File: config.mk
export PLATFORM = sky130hd
export DESIGN_NAME = fb_writer
export DESIGN_NICKNAME = d
export VERILOG_FILES = /design/src/rtl/fb_pkg.sv /design/src/rtl/fb_wr_fifo.sv /design/src/rtl/fb_writer.sv
export SDC_FILE = /design/constraint.sdc
export NUM_CORES = 1
export LEC_CHECK = 0
export CORE_AREA = 4 4 145 161
export CTS_BUF_LIST = sky130_fd_sc_hd__clkbuf_8
export DETAILED_ROUTE_END_ITERATION = 12
export DIE_AREA = 0 0 149 165
export HOLD_SLACK_MARGIN = 0.05
export PLACE_DENSITY_LB_ADDON = 0.08
export SETUP_SLACK_MARGIN = 0.2
export SLEW_MARGIN = 40
export SYNTH_ARGS = -nofsm -noshare
export SYNTH_HDL_FRONTEND = slang
export SYNTH_SLANG_ARGS = --single-unit
File: constraint.sdc
create_clock -name clk -period 4.4 [get_ports clk]
set_input_delay 0.88 -clock clk [delete_from_list [all_inputs] [get_ports clk]]
set_output_delay 0.88 -clock clk [all_outputs]
set_load 0.02 [all_outputs]
File: src/rtl/fb_pkg.sv
// Shared constants, state encoding and register bit positions for the
// framebuffer write path.
package fb_pkg;

    localparam int          FB_ADDR_BITS = 9;
    localparam int          FB_DATA_BITS = 8;
    localparam logic [31:0] FB_BASE      = 32'h0000_1000;
    localparam logic [31:0] CTRL_ADDR    = 32'h0000_1200;
    localparam logic [7:0]  CLEAR_VALUE  = 8'h00;

    typedef enum logic [1:0] {
        IDLE  = 2'd0,
        DRAIN = 2'd1,
        CLEAR = 2'd2
    } fb_state_t;

    // Status byte layout: [4:0] fifo count, then flag bits.
    localparam int ST_CNT_LSB  = 0;
    localparam int ST_CNT_BITS = 5;
    localparam int ST_OVF_BIT  = 5;
    localparam int ST_CLRP_BIT = 6;
    localparam int ST_BUSY_BIT = 7;

    // Control register bits.
    localparam int CLR_BIT     = 0;
    localparam int OVF_CLR_BIT = 1;

endpackage

File: src/rtl/fb_wr_fifo.sv
// Synchronous store queue with occupancy count and a single-cycle flush.
// Pushes while full and pops while empty are ignored.
module fb_wr_fifo #(
    parameter int WIDTH    = 17,
    parameter int DEPTH    = 16,
    parameter int CNT_BITS = $clog2(DEPTH) + 1
) (
    input  logic                clk,
    input  logic                reset,
    input  logic                flush,
    input  logic                push,
    input  logic                pop,
    input  logic [WIDTH-1:0]    wdata,
    output logic [WIDTH-1:0]    rdata,
    output logic                full,
    output logic                empty,
    output logic [CNT_BITS-1:0] count
);

    localparam int PTR_BITS = $clog2(DEPTH);

    logic [WIDTH-1:0]    mem [DEPTH];
    logic [PTR_BITS-1:0] wr_ptr;
    logic [PTR_BITS-1:0] rd_ptr;
    logic                push_ok;
    logic                pop_ok;

    assign full    = (count == CNT_BITS'(DEPTH));
    assign empty   = (count == '0);
    assign push_ok = push && !full;
    assign pop_ok  = pop && !empty;
    assign rdata   = mem[rd_ptr];

    // Storage array: written on accepted pushes only, never reset.
    always_ff @(posedge clk) begin
        if (push_ok) begin
            mem[wr_ptr] <= wdata;
        end
    end

    // Pointers and count; flush empties the queue like reset does.
    always_ff @(posedge clk) begin
        if (reset || flush) begin
            wr_ptr <= '0;
            rd_ptr <= '0;
            count  <= '0;
        end else begin
            if (push_ok) begin
                wr_ptr <= wr_ptr + PTR_BITS'(1);
            end
            if (pop_ok) begin
                rd_ptr <= rd_ptr + PTR_BITS'(1);
            end
            count <= count + CNT_BITS'(push_ok) - CNT_BITS'(pop_ok);
        end
    end

endmodule

File: src/rtl/fb_writer.sv
// Queues CPU byte stores aimed at the framebuffer window and commits them
// to the framebuffer write port only during vblank. Also performs a
// hardware full-screen clear and reports a status byte.
module fb_writer
    import fb_pkg::*;
#(
    parameter int          ADDR_BITS   = FB_ADDR_BITS,
    parameter int          DATA_BITS   = FB_DATA_BITS,
    parameter int          FIFO_DEPTH  = 16,
    parameter logic [31:0] FB_BASE     = fb_pkg::FB_BASE,
    parameter logic [31:0] CTRL_ADDR   = fb_pkg::CTRL_ADDR,
    parameter logic [7:0]  CLEAR_VALUE = fb_pkg::CLEAR_VALUE
) (
    input  logic                 clk,
    input  logic                 reset,
    input  logic                 cpu_we,
    input  logic [31:0]          cpu_addr,
    input  logic [DATA_BITS-1:0] cpu_wdata,
    input  logic                 vblank,
    output logic                 fb_we,
    output logic [ADDR_BITS-1:0] fb_addr,
    output logic [DATA_BITS-1:0] fb_wdata,
    output logic [7:0]           status
);

    localparam int ENTRY_BITS = ADDR_BITS + DATA_BITS;
    localparam int CNT_BITS   = $clog2(FIFO_DEPTH) + 1;
    // Window end computed in 33 bits so a window at the top of the map
    // cannot wrap.
    localparam logic [32:0] WIN_LO = {1'b0, FB_BASE};
    localparam logic [32:0] WIN_HI = {1'b0, FB_BASE} + (33'd1 << ADDR_BITS);
    localparam logic [ADDR_BITS-1:0] LAST_CELL = '1;

    fb_state_t             state, state_n;
    logic [ADDR_BITS-1:0]  clear_ptr, clear_ptr_n;
    logic                  clear_pending, clear_pending_n;
    logic                  overflow;
    logic                  fb_we_n;
    logic [ADDR_BITS-1:0]  fb_addr_n;
    logic [DATA_BITS-1:0]  fb_wdata_n;

    logic                  in_window;
    logic                  ctrl_wr;
    logic                  clr_req;
    logic                  ovf_clr_req;
    logic                  push;
    logic                  pop;
    logic                  full;
    logic                  empty;
    logic [CNT_BITS-1:0]   count;
    logic [ENTRY_BITS-1:0] head;

    assign in_window   = ({1'b0, cpu_addr} >= WIN_LO) && ({1'b0, cpu_addr} < WIN_HI);
    assign ctrl_wr     = cpu_we && (cpu_addr == CTRL_ADDR);
    assign clr_req     = ctrl_wr && cpu_wdata[CLR_BIT];
    assign ovf_clr_req = ctrl_wr && cpu_wdata[OVF_CLR_BIT];
    assign push        = cpu_we && in_window;

    fb_wr_fifo #(
        .WIDTH    (ENTRY_BITS),
        .DEPTH    (FIFO_DEPTH),
        .CNT_BITS (CNT_BITS)
    ) u_fifo (
        .clk   (clk),
        .reset (reset),
        .flush (clr_req),
        .push  (push),
        .pop   (pop),
        .wdata ({cpu_addr[ADDR_BITS-1:0], cpu_wdata}),
        .rdata (head),
        .full  (full),
        .empty (empty),
        .count (count)
    );

    // Next-state, pop and registered-write selection.
    always_comb begin
        state_n         = state;
        pop             = 1'b0;
        fb_we_n         = 1'b0;
        fb_addr_n       = fb_addr;
        fb_wdata_n      = fb_wdata;
        clear_ptr_n     = clear_ptr;
        clear_pending_n = clear_pending;
        case (state)
            IDLE: begin
                if (!clr_req && vblank && clear_pending) begin
                    state_n = CLEAR;
                end else if (!clr_req && vblank && !empty) begin
                    state_n = DRAIN;
                end
            end
            DRAIN: begin
                if (clr_req || empty) begin
                    state_n = IDLE;
                end else if (vblank) begin
                    pop        = 1'b1;
                    fb_we_n    = 1'b1;
                    fb_addr_n  = head[ENTRY_BITS-1:DATA_BITS];
                    fb_wdata_n = head[DATA_BITS-1:0];
                end
            end
            CLEAR: begin
                if (vblank && !clr_req) begin
                    fb_we_n     = 1'b1;
                    fb_addr_n   = clear_ptr;
                    fb_wdata_n  = DATA_BITS'(CLEAR_VALUE);
                    clear_ptr_n = clear_ptr + ADDR_BITS'(1);
                    if (clear_ptr == LAST_CELL) begin
                        clear_pending_n = 1'b0;
                        state_n         = IDLE;
                    end
                end
            end
            default: state_n = IDLE;
        endcase
        // A clear request restarts the sweep from cell 0 in any state.
        if (clr_req) begin
            clear_pending_n = 1'b1;
            clear_ptr_n     = '0;
        end
    end

    // State, clear sweep and framebuffer port registers.
    always_ff @(posedge clk) begin
        if (reset) begin
            state         <= IDLE;
            clear_ptr     <= '0;
            clear_pending <= 1'b0;
            fb_we         <= 1'b0;
            fb_addr       <= '0;
            fb_wdata      <= '0;
        end else begin
            state         <= state_n;
            clear_ptr     <= clear_ptr_n;
            clear_pending <= clear_pending_n;
            fb_we         <= fb_we_n;
            fb_addr       <= fb_addr_n;
            fb_wdata      <= fb_wdata_n;
        end
    end

    // Sticky overflow: set by a store dropped on a full queue, cleared by CTRL.
    always_ff @(posedge clk) begin
        if (reset) begin
            overflow <= 1'b0;
        end else if (ovf_clr_req) begin
            overflow <= 1'b0;
        end else if (push && full) begin
            overflow <= 1'b1;
        end
    end

    // CPU-visible status byte.
    always_comb begin
        status                                   = '0;
        status[ST_CNT_LSB +: ST_CNT_BITS]        = ST_CNT_BITS'(count);
        status[ST_OVF_BIT]                       = overflow;
        status[ST_CLRP_BIT]                      = clear_pending;
        status[ST_BUSY_BIT]                      = (state != IDLE) || clear_pending || !empty;
    end

endmodule

==> summary.md, run 1 <==
| Metric | Value |
|---|---|
| ANT nets after route | 0 |
| Commonest non-fill, non-tap cell in the layout | edfxtp_1 |
| Syn nets | around 770 |
| Crit path launch | cpu_addr[0] |
| Syn Area/Cell | ~18 um^2 |
| Status | finished, final reports clean |
| Core Util, Final | 0.690 |
| Synth Flop Type | edfxtp_1 |
| Port Buffers | 69 |
| Detailed-route via count | around 6800 |
| CTS root buf | clkbuf_8 |
| WL/cell | 23.8 um |
| Placed cell area | 14200 um^2 |
| Fin. Hold Viols | 0 |
| Worst vdd ir | 0.273 mV |
| DR pass1 iterations | 5 |
| Achievable Freq | about 280 MHz |
| Min Hold Slack | 0.490 ns |
| Worst Reg2Reg Path Length in Cells | 13 |
| Num rows | 57 |
| Sequential area share after synthesis | 0.706 |
| Die Area | approximately 25000 um^2 |
| Async set or reset register ratio after synthesis | 0 |
| First-pass GRT wire length | around 42000 um |
| Leakage | roughly 4.8 nW |
| Critical path cell sequence | clkdlybuf4s50_1, nor4_1, buf_4, nand4_2, o31ai_4, or3_1, nand2_1, ha_1, fa_1, a21oi_1, nor2_1, nor2_1, xnor2_1, nor2_1 |
| Worst r2r src | u_fifo.count[2]$_SDFF_PP0_ |
| Met3 routed WL | around 1100 um |
| DIE HEIGHT | approximately 170 um |
| PwrDens | ~420 nW/um^2 |
| Max-slew violations | 0 |
| Worst R2R Setup Slack | between 1.5 and 2 ns |
| GPL Wtd Cong | roughly 0.8 |
| Netlist Area Pre-Place | between 10000 and 15000 um^2 |
| Max capacitance violation total | 0 |
| Largest net degree at the start of global routing | 39 |
| I/O pin cnt | 70 |
| Initial antenna violation count | 0 |
| Total routed wirelength | 27500 um |
| Nets@finish | ~890 |
| Vias in the first global route | between 7000 and 8000 |
| Worst-path fanout max | 3 |
| Non-Filler Instances | about 1200 |
| All-layer global routing usage | 0.229 |
| Core area | around 22000 um^2 |
| # placed instances | 1070 |
| Final HPWL DP | 17600 um |
| Fin crit period | approximately 3.6 ns |
| CTS tree | built |
| Clock Latency Late Sink | approximately 0.56 ns |
| Max stage delay on crit path | approximately 0.64 ns |
| Worst relative slew slack | 0.510 |
| Setup violations, final | 0 |
| GR Overflow Total | 0 |
| Mapped Cells | ~710 |
| Post-route DRC | 0 |
| CP endpoint kind | flop |
| Unrepaired setup endpoints after global routing | no |
| Area of all placed cells without fillers | between 15000 and 20000 um^2 |
| Htree depth | 2 |
| Worst setup path endpoint | u_fifo.count[4]$_SDFF_PP0_ |
| Period Utilization, post-route | 0.817 |
| Top sig layer | met4 |
| Clock transition at path regs | ~0.06 ns |
| ANT cells | 0 |
| RR Endpoint | u_fifo.count[4]$_SDFF_PP0_ |
| Clk sinks | 320 |
| Post-CTS setup buffers | 0 |
| Clk buf depth | 3 |
| Final Skew | around 0.013 ns |
| Critical path required time | 4.83 ns |
| Metal-1 WL | about 11000 um |
| Starting DRT DRC Count | ~410 |
| Die X | approximately 150 um |
| Share of cells above drive strength 1 | 0.255 |
| Total CTS buffers | 49 |
| Area Growth Syn to Fin | 16.6% |
| Synthesis Warnings | 0 |
| Post-synth EDFFs | roughly 270 |
| Worst hold stages | 2 |
| CP arrival | 4.03 ns |
| DR WL met2 | around 15000 um |
| Most frequent cells in the layout | edfxtp_1 (272), mux4_2 (68), clkdlybuf4s50_1 (68) |
| Post-Route Setup TNS | 0 ns |
| Slowest cell on crit path | nor4_1 |
| Worst slew pin tran | approximately 0.73 ns |
| Cell mode on critical path | nor2_1 |
| Cts repair resizes | 0 |
| Number of different library cells in the post-synthesis netlist | between 50 and 60 |
| HP Class | reg2reg |
| Yosys reg bits | 320 |
| Post-DR vias/cell | about 5.8 |
| Initial Utilization | 0.592 |
| CTS Hold Bufs | 0 |
| CP Launch Type | primary input |
| Hold Path Origin | fb_wdata[6]$_SDFFE_PP0P_ |
| Critical path class | in2reg |
[per-stage QoR]
stage          setup WS (ns)  total power, mW
2_1_floorplan          0.802             3.93
3_3_place_gp           0.248             4.17
3_5_place_dp           0.159             4.19
4_1_cts                0.751             6.41
5_1_grt                0.634             6.63
6_report               0.803             6.36
[state kept, by name, indices dropped and copies added, names as in the netlist, named ones only]
signal / count
u_fifo.mem: 272
overflow: 1
state: 2
u_fifo.count: 5
clear_pending: 1
u_fifo.rd_ptr: 4
fb_wdata: 8
fb_addr: 9
clear_ptr: 9
fb_we: 1
u_fifo.wr_ptr: 4
[worst max-delay path: cells and delay by family]
kind | cells | cell delay [ns]
AOI/OAI and AO/OA | 2 | 0.37
xor gates and xnor gates | 1 | 0.13
adders and majority gates | 2 | 0.61
buffers and inverters | 2 | 0.72
and+or+nand+nor | 7 | 1.30
[kinds of logic (layout without fill, tap and decap cells)]
group | Yosys count | in the layout | synth area share
adders and majority gates | 16 | 16 | 0.0161
DFF | 320 | 320 | 0.706
muxes | 113 | 113 | 0.154
AOI/OAI and AO/OA | 72 | 72 | 0.0401
and+or+nand+nor | 124 | 124 | 0.0546
xor gates and xnor gates | 14 | 14 | 0.00949
buffers and inverters | 46 | 203 | 0.0190
[cells in the mapped netlist (4+ instances only)]
| cell | instances | area share |
|---|---|---|
| nand3_1 | 11 | 0.0043 |
| buf_4 | 9 | 0.0052 |
| a211oi_1 | 9 | 0.0052 |
| ha_1 | 15 | 0.015 |
| clkbuf_1 | 10 | 0.0029 |
| a221oi_2 | 9 | 0.010 |
| edfxtp_1 | 272 | 0.63 |
| buf_2 | 13 | 0.0050 |
| dfxtp_1 | 48 | 0.074 |
| a21oi_1 | 31 | 0.012 |
| nand2_1 | 22 | 0.0064 |
| nor2_1 | 44 | 0.013 |
| nor3_1 | 8 | 0.0031 |
| nand2b_1 | 5 | 0.0024 |
| mux2_2 | 10 | 0.0087 |
| xnor2_1 | 7 | 0.0047 |
| inv_1 | 9 | 0.0026 |
| mux2i_1 | 35 | 0.027 |
| xor2_1 | 7 | 0.0047 |
| nor4_1 | 5 | 0.0024 |
| mux4_2 | 68 | 0.12 |
| o21ai_0 | 4 | 0.0015 |
| o21ai_1 | 9 | 0.0035 |
[power by group]
part,switching (mW),internal [mW]
logic,0.376,0.380
registers,0.0453,3.33
clock network,1.07,1.15
total,1.50,4.86
[metal layers]
layer,GRT usage,up-vias
met5,0,-
met4,0.0695,0
met3,0.0302,37
met2,0.406,166
met1,0.298,3483
li1,-,3074
[area by class of cell]
class,count,area [um^2]
clock buffers,49,674
clock inverters,37,210
fillers,1428,6760
inverters,9,33.8
multi-input cells,339,3600
flip-flops and latches,320,9140
well taps,295,369
repair buffers,108,1040
[worst min-delay path by stage]
stage	endpoint	slack [ns]
floorplan	state[0]$_SDFFE_PP0P_	0.46
global placement	state[0]$_SDFFE_PP0P_	0.47
detailed placement	state[0]$_SDFFE_PP0P_	0.48
CTS	state[0]$_SDFFE_PP0P_	0.48
global route	state[0]$_SDFFE_PP0P_	0.52
finish	fb_wdata[6]$_SDFFE_PP0P_	0.49
(Power assumes the default switching activity.)
==> run 2, diff against run 1 <==
Settings changed: CORE_AREA 4 4 145 161 to 4 4 150 167, DIE_AREA 0 0 149 165 to 0 0 154 171.
Clock period 4.4 ns to 2.9 ns, I/O delays scaled along.
==> run 2 against run 1 <==
  * Setup slack got worse by 0.52 ns
  * Sequential share of layout area decreased by 2.4 points
  * Critical path depth is 2 higher
  * Clock power is 52% higher
  * Non-clock buffer count rose by 39
  * Via count increased by 4.2%
  * Final cell count rose by 4.7%
  * Clock skew is 0.0034 ns higher
  * Die area is 7.1% higher
  * Worst hold slack got worse by 0.10 ns
  * Flip-flop and latch count stayed put
  * First-iteration DRC count rose by 30%
  * Critical path type unchanged
  * Largest cell class unchanged
==> summary.md, run 2 (synthesis gave the netlist of run 1 again) <==
| Metric | Value |
|---|---|
| Setup violations, final | 0 (unchanged) |
| Max-slew violations | 0 (unchanged) |
| Post-route DRC | 0 (unchanged) |
| Non-Filler Instances | 1211 (+4.7%) |
| Critical path class | in2reg |
| First-pass GRT wire length | 44700 um (+6.5%) |
| GR Overflow Total | 0 (unchanged) |
| Achievable Freq | approximately 380 MHz |
| Final HPWL DP | 18600 um (+6.0%) |
| Worst-path fanout max | 4 (+1) |
| Largest net degree at the start of global routing | 61 (+56%) |
| Status | finished, final reports clean |
| Fin. Hold Viols | 0 (unchanged) |
| Clk sinks | 320 (unchanged) |
| Share of cells above drive strength 1 | 0.294 (+0.0384) |
| Core area | 23400 um^2 (+7.2%) |
| CP Launch Type | primary input |
| CP arrival | 3.06 ns (-0.97 ns) |
| All-layer global routing usage | 0.225 (-0.00384) |
| Die Area | 26300 um^2 (+7.1%) |
| Max reg flops | 272 (unchanged) |
| DR pass1 iterations | 7 (+2) |
| Worst slew pin tran | 0.797 ns (+0.0661 ns) |
| Worst hold stages | 2 (unchanged) |
| Port Buffers | 69 (unchanged) |
| Final Skew | 0.0167 ns (+0.00343 ns) |
| Total Power | 9.75 mW (+53%) |
| # fillers | 1541 (+7.9%) |
| Core Util, Final | 0.670 (-0.0207) |
| Top flop regs | u_fifo.mem (272), clear_ptr (9), fb_addr (9) |
| CTS tree | built |
| GPL Wtd Cong | 0.815 (+4.5%) |
| Detailed-route via count | 7043 (+4.2%) |
| Starting DRT DRC Count | 530 (+30%) |
| Post-DR vias/cell | 5.82 (-0.46%) |
| Initial antenna violation count | 0 (unchanged) |
| CTS root buf | clkbuf_8 |
| Worst R2R Setup Slack | 0.41 ns (-1.18 ns) |
| Worst Reg2Reg Path Length in Cells | 12 (-1) |
| Total CTS buffers | 51 (+4.1%) |
| Total routed wirelength | 29100 um (+5.6%) |
| Area Growth Syn to Fin | 21.3% |
| Unrepaired setup endpoints after global routing | no |
| DIE HEIGHT | 171 um (+3.6%) |
| Leakage | 5.09 nW (+6.4%) |
| # placed instances | 1114 (+4.1%) |
| Worst relative slew slack | 0.465 (-0.0444) |
| Num rows | 59 (+3.5%) |
| CP endpoint kind | flop |
| Htree depth | 2 (unchanged) |
| Commonest non-fill, non-tap cell in the layout | edfxtp_1 |
| HP Class | in2reg |
| Max capacitance violation total | 0 (unchanged) |
| ANT nets after route | 0 (unchanged) |
| Initial Utilization | 0.552 (-0.0399) |
| PwrDens | 622 nW/um^2 (+47%) |
| CTS Hold Bufs | 0 (unchanged) |
| ANT cells | 0 (unchanged) |
| Fin crit period | around 2.6 ns |
| Clock Latency Late Sink | 0.56 ns (about the same) |
| Most frequent cells in the layout | edfxtp_1 (272), mux4_2 (68), clkdlybuf4s50_1 (60) |
| Clock transition at path regs | 0.06 ns (about the same) |
| WL/cell | 24.0 um (+0.86%) |
| Vias in the first global route | 7580 (+4.9%) |
| Clk buf depth | 3 (unchanged) |
| Nets@finish | 928 (+4.6%) |
| I/O pin cnt | 70 (unchanged) |
| Period Utilization, post-route | 0.903 |
| Worst vdd ir | 0.404 mV (+48%) |
| Reg with most FFs | u_fifo.mem |
| Die X | 154 um (+3.4%) |
| Critical path required time | 3.34 ns (-1.49 ns) |
-- run 2: cell types whose count changed in the layout (fill, tap and decap cells not counted), moves of 5 or more --
cell             delta
inv_1               -6
clkinv_2            +5
clkdlybuf4s50_1     -8
dlymetal6s2s_1      +8
buf_4              +22
buf_12             +15
clkinv_1            +7
-- run 2: worst paths after layout --
kind	start	to
setup reg to reg	u_fifo.count[3]$_SDFF_PP0_	u_fifo.count[4]$_SDFF_PP0_
hold reg to reg	fb_wdata[5]$_SDFFE_PP0P_	fb_wdata[5]$_SDFFE_PP0P_
hold / removal	cpu_addr[7]	u_fifo.mem[8][15]$_DFFE_PP_
setup / recovery	cpu_addr[5]	u_fifo.count[4]$_SDFF_PP0_
-- run 2: critical path, cell delays in order --
cell and delay [ns]:
clkdlybuf4s50_1 0.52, nor2_1 0.06, buf_4 0.15, nand4_4 0.12, o31ai_4 0.09, buf_4 0.15
buf_6 0.11, o21ai_1 0.13, nand2_2 0.09, ha_4 0.17, fa_2 0.38, a21oi_2 0.15
nor2_1 0.05, nor2_1 0.12, xnor2_1 0.13, nor2_1 0.05
-- run 2: per-layer routing --
layer / GRT usage / vias to the layer above / part of all wire
met2: 0.392 / 178 / 0.53
li1: - / 3157 / -
met5: 0 / - / 0
met4: 0.0668 / 0 / 0.019
met1: 0.294 / 3661 / 0.41
met3: 0.0407 / 47 / 0.045
-- run 2: repair_timing --
item / CTS / global route
pin swaps: 2 / 10
setup endpoints to repair: 5 / 9
setup buffers: 0 / 6
gates resized for setup: 5 / 16
-- run 2: through the flow --
step	worst slack [ns]	setup TNS [ns]	hold WS, ns	area (um^2)
after global placement	-0.705	-35.99	0.466	14600
final	0.282	0	0.390	15700
after global routing	0.181	0	0.364	15700
after detailed placement	-0.728	-54.52	0.484	14600
after CTS	0.154	0	0.498	15600
after floorplan	0.0531	0	0.455	13000
-- run 2: area by class of cell --
type / instances / area, um^2 / area share
Sequential cell: 320 / 9130 / 0.583
Tap cell: 305 / 382 / 0.0244
Clock buffer: 51 / 702 / 0.0448
Multi-Input combinational cell: 339 / 3680 / 0.235
Timing Repair Buffer: 147 / 1550 / 0.0991
Inverter: 9 / 33.8 / 0.00216
Clock inverter: 40 / 190 / 0.0121
-- run 2: power by group --
group / internal (mW) / total (mW) / switching (mW)
clock: 1.72 / 3.40 / 1.68
sequential: 5.05 / 5.11 / 0.0632
combinational: 0.620 / 1.23 / 0.610
